[src/rtl/shared_register_arbiter_pkg.sv]
// Shared definitions for the shared-register arbiter.
// Holds FSM state encodings and the index-width helper.
package shared_register_arbiter_pkg;

   typedef enum logic [1:0] {
      S_IDLE = 2'd0,
      S_LOAD = 2'd1,
      S_ACK  = 2'd2
   } state_t;

   // Width of a requester index; a single requester still needs 1 bit.
   function automatic int idx_width(input int m);
      return (m > 1) ? $clog2(m) : 1;
   endfunction

endpackage

[src/rtl/register_load_arst.sv]
// N-bit loadable register, async active-low reset to zero.
// Ports: i_clk, i_rst_n, i_load, i_d[N], o_q[N].
module register_load_arst #(
   parameter int N = 4
) (
   input  logic         i_clk,
   input  logic         i_rst_n,
   input  logic         i_load,
   input  logic [N-1:0] i_d,
   output logic [N-1:0] o_q
);

   logic [N-1:0] r_q;
   logic [N-1:0] w_d_next;

   always_comb begin
      w_d_next = i_load ? i_d : r_q;
   end

   always_ff @(posedge i_clk or negedge i_rst_n) begin
      if (!i_rst_n) begin
         r_q <= '0;
      end else begin
         r_q <= w_d_next;
      end
   end

   assign o_q = r_q;

endmodule

[src/rtl/shared_register_arbiter.sv]
// Round-robin arbiter sharing one loadable register among M requesters.
// Ports: clk, reset_n, req[M], data[M*N] in; ack[M], Q[N], owner[W], busy out.
module shared_register_arbiter
   import shared_register_arbiter_pkg::*;
#(
   parameter  int N = 4,
   parameter  int M = 4,
   localparam int W = idx_width(M)
) (
   input  logic           clk,
   input  logic           reset_n,
   input  logic [M-1:0]   req,
   input  logic [M*N-1:0] data,
   output logic [M-1:0]   ack,
   output logic [N-1:0]   Q,
   output logic [W-1:0]   owner,
   output logic           busy
);

   state_t       r_state;
   logic [W-1:0] r_owner;
   logic [W-1:0] r_last;
   logic [M-1:0] r_ack;

   logic         w_load;
   logic [N-1:0] w_data;
   logic [W-1:0] w_winner;

   // Scan from the requester after the last served one, wrapping.
   always_comb begin : arb
      int           idx;
      logic [W-1:0] sel;
      logic         found;
      w_winner = '0;
      found    = 1'b0;
      idx      = 0;
      sel      = '0;
      for (int k = 1; k <= M; k++) begin
         idx = int'(r_last) + k;
         if (idx >= M) idx = idx - M;
         sel = W'(idx);
         if (!found && req[sel]) begin
            found    = 1'b1;
            w_winner = sel;
         end
      end
   end

   always_comb begin
      w_data = '0;
      for (int i = 0; i < M; i++) begin
         if (r_owner == W'(i)) w_data = data[i*N +: N];
      end
   end

   always_ff @(posedge clk or negedge reset_n) begin
      if (!reset_n) begin
         r_state <= S_IDLE;
         r_owner <= '0;
         r_last  <= W'(M-1);
         r_ack   <= '0;
      end else begin
         case (r_state)
            S_IDLE: begin
               if (|req) begin
                  r_owner <= w_winner;
                  r_state <= S_LOAD;
               end
            end
            // Load is committed here regardless of req[owner].
            S_LOAD: begin
               r_ack   <= {{(M-1){1'b0}}, 1'b1} << r_owner;
               r_state <= S_ACK;
            end
            S_ACK: begin
               if (!req[r_owner]) begin
                  r_ack   <= '0;
                  r_last  <= r_owner;
                  r_state <= S_IDLE;
               end
            end
            default: begin
               r_ack   <= '0;
               r_state <= S_IDLE;
            end
         endcase
      end
   end

   assign w_load = (r_state == S_LOAD);
   assign busy   = (r_state != S_IDLE);
   assign ack    = r_ack;
   assign owner  = r_owner;

   register_load_arst #(
      .N(N)
   ) u_reg (
      .i_clk  (clk),
      .i_rst_n(reset_n),
      .i_load (w_load),
      .i_d    (w_data),
      .o_q    (Q)
   );

endmodule
[config.mk]
export PLATFORM = sky130hd
export DESIGN_NAME = shared_register_arbiter
export DESIGN_NICKNAME = d
export VERILOG_FILES = /design/src/rtl/shared_register_arbiter_pkg.sv /design/src/rtl/register_load_arst.sv /design/src/rtl/shared_register_arbiter.sv
export SDC_FILE = /design/constraint.sdc
export NUM_CORES = 1
export LEC_CHECK = 0
export CAP_MARGIN = 0
export CORE_UTILIZATION = 41
export CTS_CLUSTER_DIAMETER = 30
export DETAILED_ROUTE_END_ITERATION = 16
export GPL_TIMING_DRIVEN = 0
export PLACE_DENSITY_LB_ADDON = 0.2
export SLEW_MARGIN = 20
export SYNTH_ARGS = -nofsm -noshare
export SYNTH_HDL_FRONTEND = slang
export SYNTH_HIERARCHICAL = 1
export SYNTH_SLANG_ARGS = --single-unit
[constraint.sdc]
create_clock -name clk -period 4.05 [get_ports clk]
set_input_delay 0.6075 -clock clk [delete_from_list [all_inputs] [get_ports clk]]
set_output_delay 0.6075 -clock clk [all_outputs]
set_load 0.01 [all_outputs]
==> reports/metrics.cfg <==
[worst_hold_path]
hold_start = u_reg/o_q[1]$_DFFE_PN0P_
whs_endpoint = u_reg/o_q[1]$_DFFE_PN0P_
min_delay_path_depth = 1
hold_class = reg -> reg

[grt]
antenna_found_initial = 0
grt_max_degree = 15
grt_pass1_wl_um = 2790
grt_overflow = 0
grt_pass1_vias = 628
grt_usage_pct = 19.4

[critical_path]
cp-start-kind = flip-flop
cp.required_ns = 3.44
critPathKind = reg -> out
critPathMaxFanout = 9
endpoint_kind = output port
critPathBufInv = 2
r2r-end = r_last[0]$_DFFE_PN1P_
crit_family = buffers and inverters
cpMaxStageDelayCell = clkdlybuf4s50_1
critPathMaxStageDelay_ns = 0.49
cp_num_cells = 3
worst_r2r_path_depth = 3
reg2reg_from = owner[1]$_DFFE_PN0P_
r2r_setup_slack_ns = 2.41
crit_chain = buf_2 -> or2_2 -> clkdlybuf4s50_1
arrival_ns = 1.61

[synthesis]
syn_area_um2 = 805
synth-main-ff-cell = dfrtp_1
ys_seq_area_share_pct = 43.9
synth_xor_xnor_area_share_pct = 0
muxShareOfSynthArea_pct = 24.9
yosysTopAreaCell = dfrtp_1
yosysWarningCount = 6
synth_cells = 73
synth.area.top_cells = dfrtp_1 (37%), mux4_2 (14%), mux2_2 (8.4%)
synth_edf_count = 0
ys_async_sr_fraction_pct = 100
synth_common_cells = dfrtp_1 (12), mux2_2 (6), mux4_2 (5), nor2_1 (5), o21ai_0 (5)
synth.most_common_cell = dfrtp_1
synthAdderAreaFrac_pct = 0
syn-num-nets = 95
ys_types = 25
synth_seq_cells = 14
synth_top_family_by_area = multiplexers
synth_simple_gate_area_share_pct = 12.9
synth.top_cell.area_share_pct = 37.3
synth-compound-area-share_pct = 14.3
syn_avg_cell_area_um2 = 11.0

[route]
drt_iter0_drc = 12
postRouteAntennaNets = 0
wl_um = 1770
dr.pass1.iters = 4
drt-wirelength-per-cell_um = 13.2
routed_via_density = 5.31
vias = 712
post-route-drc-count = 0

[timing]
fin_crit_sh_pct = 54.7
finalSetupViolCount = 0
rsz0062_at_grt = no
min_period_ns = 2.22
final.setup.tns_ns = 0
tightest_slew_ns = 0.612
hold_violations = 0
finalMaxSlewViolations = 0
fin_skew_ns = 0.00662
fmax_mhz = 451
max-slew-margin-rel_pct = 59.1

[power_and_ir_drop]
ir_drop_v = 0.000453
power.total_mw = 0.803
power.leakage_nw = 0.481
p_per_area_nw_per_um2 = 673

[floorplanning]
die_w_um = 46.3
num_rows = 15
coreArea_um2 = 1780
pin_count = 33
initial_core_util_pct = 45.1
die-area_um2 = 2140
die_y_um = 46.3

[outcome]
status = finished clean

[clocking]
clockRootBuffer = clkbuf_4
cts_tree = built
cts.sinks = 14
clockBufferDepth = 2
cts_setup_buffers = 0
cts.clk_slew.worst_paths_ns = 0.09
hold_buffers = 0
postCtsResizedCells = 0
numCtsBuffers = 3
clk_latency_ns = 0.28
htreeDepth = 1

[final_layout]
final_nets = 132
layout-drive-gt1-share_pct = 19.3
syn2layout_area_growth_pct = 48.2
post-route-util_pct = 66.9
diodes = 0
layoutNonFillerInstCount = 134

[placed_design]
placedCellCount = 130
io_buffers = 32
dpl.hpwl_um = 1380
place_congestion = 0.795

[flow_run]
cap_violations = 0

==> layout make-up <==
| type | count | area [um2] |
|---|---|---|
| well taps | 25 | 31.3 |
| inverters | 4 | 15.0 |
| fillers | 134 | 591 |
| plain buffers | 4 | 17.5 |
| flip-flops and latches | 14 | 353 |
| multi-input cells | 51 | 419 |
| clock buffers | 4 | 36.3 |
| repair buffers | 32 | 320 |
==> cell usage in the layout, fill, tap and decap left out <==
master | Yosys | layout
clkdlybuf4s50_1 | 0 | 32
dfrtp_1 | 12 | 12
mux2_2 | 6 | 6
mux4_2 | 5 | 5
nor2_1 | 5 | 5
o21ai_0 | 5 | 5
inv_1 | 4 | 4
nand2_1 | 4 | 4
nor2b_1 | 4 | 4
a31oi_1 | 4 | 4
a21oi_1 | 3 | 3
nand3_1 | 3 | 3
clkbuf_4 | 0 | 3
buf_2 | 2 | 2
clkbuf_1 | 2 | 2
mux2i_1 | 2 | 2
dfstp_2 | 2 | 2
or2_2 | 1 | 1
a21o_1 | 1 | 1
o221ai_1 | 1 | 1
a22o_1 | 1 | 1
nor3b_2 | 1 | 1
nor3_1 | 1 | 1
nand2b_1 | 1 | 1
o32a_1 | 1 | 1
o211ai_1 | 1 | 1
o21a_1 | 1 | 1
clkbuf_8 | 0 | 1
==> cell families after synthesis <==
| logic type | after synthesis |
|---|---|
| AND/OR/NAND/NOR | 20 |
| AO/OA/AOI/OAI | 18 |
| flip-flops | 14 |
| multiplexers | 13 |
| buffers and inverters | 8 |
==> where the power goes <==
group	switching, mW	total (mW)	internal, mW
logic	0.200	0.451	0.251
clock network	0.0451	0.0998	0.0546
registers	0.0408	0.252	0.211
==> per-stage QoR <==
stage          setup WS, ns  hold WS, ns  area [um2]
2_1_floorplan          2.29        0.312         805
3_3_place_gp           1.66        0.489        1160
3_5_place_dp           1.66        0.495        1160
4_1_cts                1.83        0.514        1190
5_1_grt                1.76        0.526        1190
6_report               1.83        0.509        1190
==> sequential cells by signal (all words and copies together) (netlist names) <==
| name | cells |
|---|---|
| r_last | 2 |
| r_state | 2 |
| ack | 4 |
| owner | 2 |
| u_reg/o_q | 4 |
==> worst max-delay path by stage <==
stage                                       from                     to
after CTS                 r_state[0]$_DFFE_PN0P_                   busy
after detailed placement                  req[3]  r_last[1]$_DFFE_PN1P_
after floorplan                           req[3]  r_last[0]$_DFFE_PN1P_
final                     r_state[0]$_DFFE_PN0P_                   busy
after global placement                    req[3]  r_last[0]$_DFFE_PN1P_
after global routing      r_state[0]$_DFFE_PN0P_                   busy
==> metal layers <==
layer | routed length (um) | share of wire, % | GRT usage (%) | vias up
li1 | - | - | - | 344
met1 | 731 | 41 | 23.9 | 346
met2 | 941 | 53 | 31.5 | 20
met3 | 79 | 4.5 | 3.92 | 2
met4 | 21 | 1.2 | 10.6 | 0
met5 | 0 | 0 | 0 | -
==> worst reg2reg max path, delay by kind of cell (launching register included) <==
kind,cells,cell delay [ns]
multiplexers,2,0.96
flip-flops,1,0.39
AND/OR/NAND/NOR,1,0.24
Power figures use the tool's default switching activity.
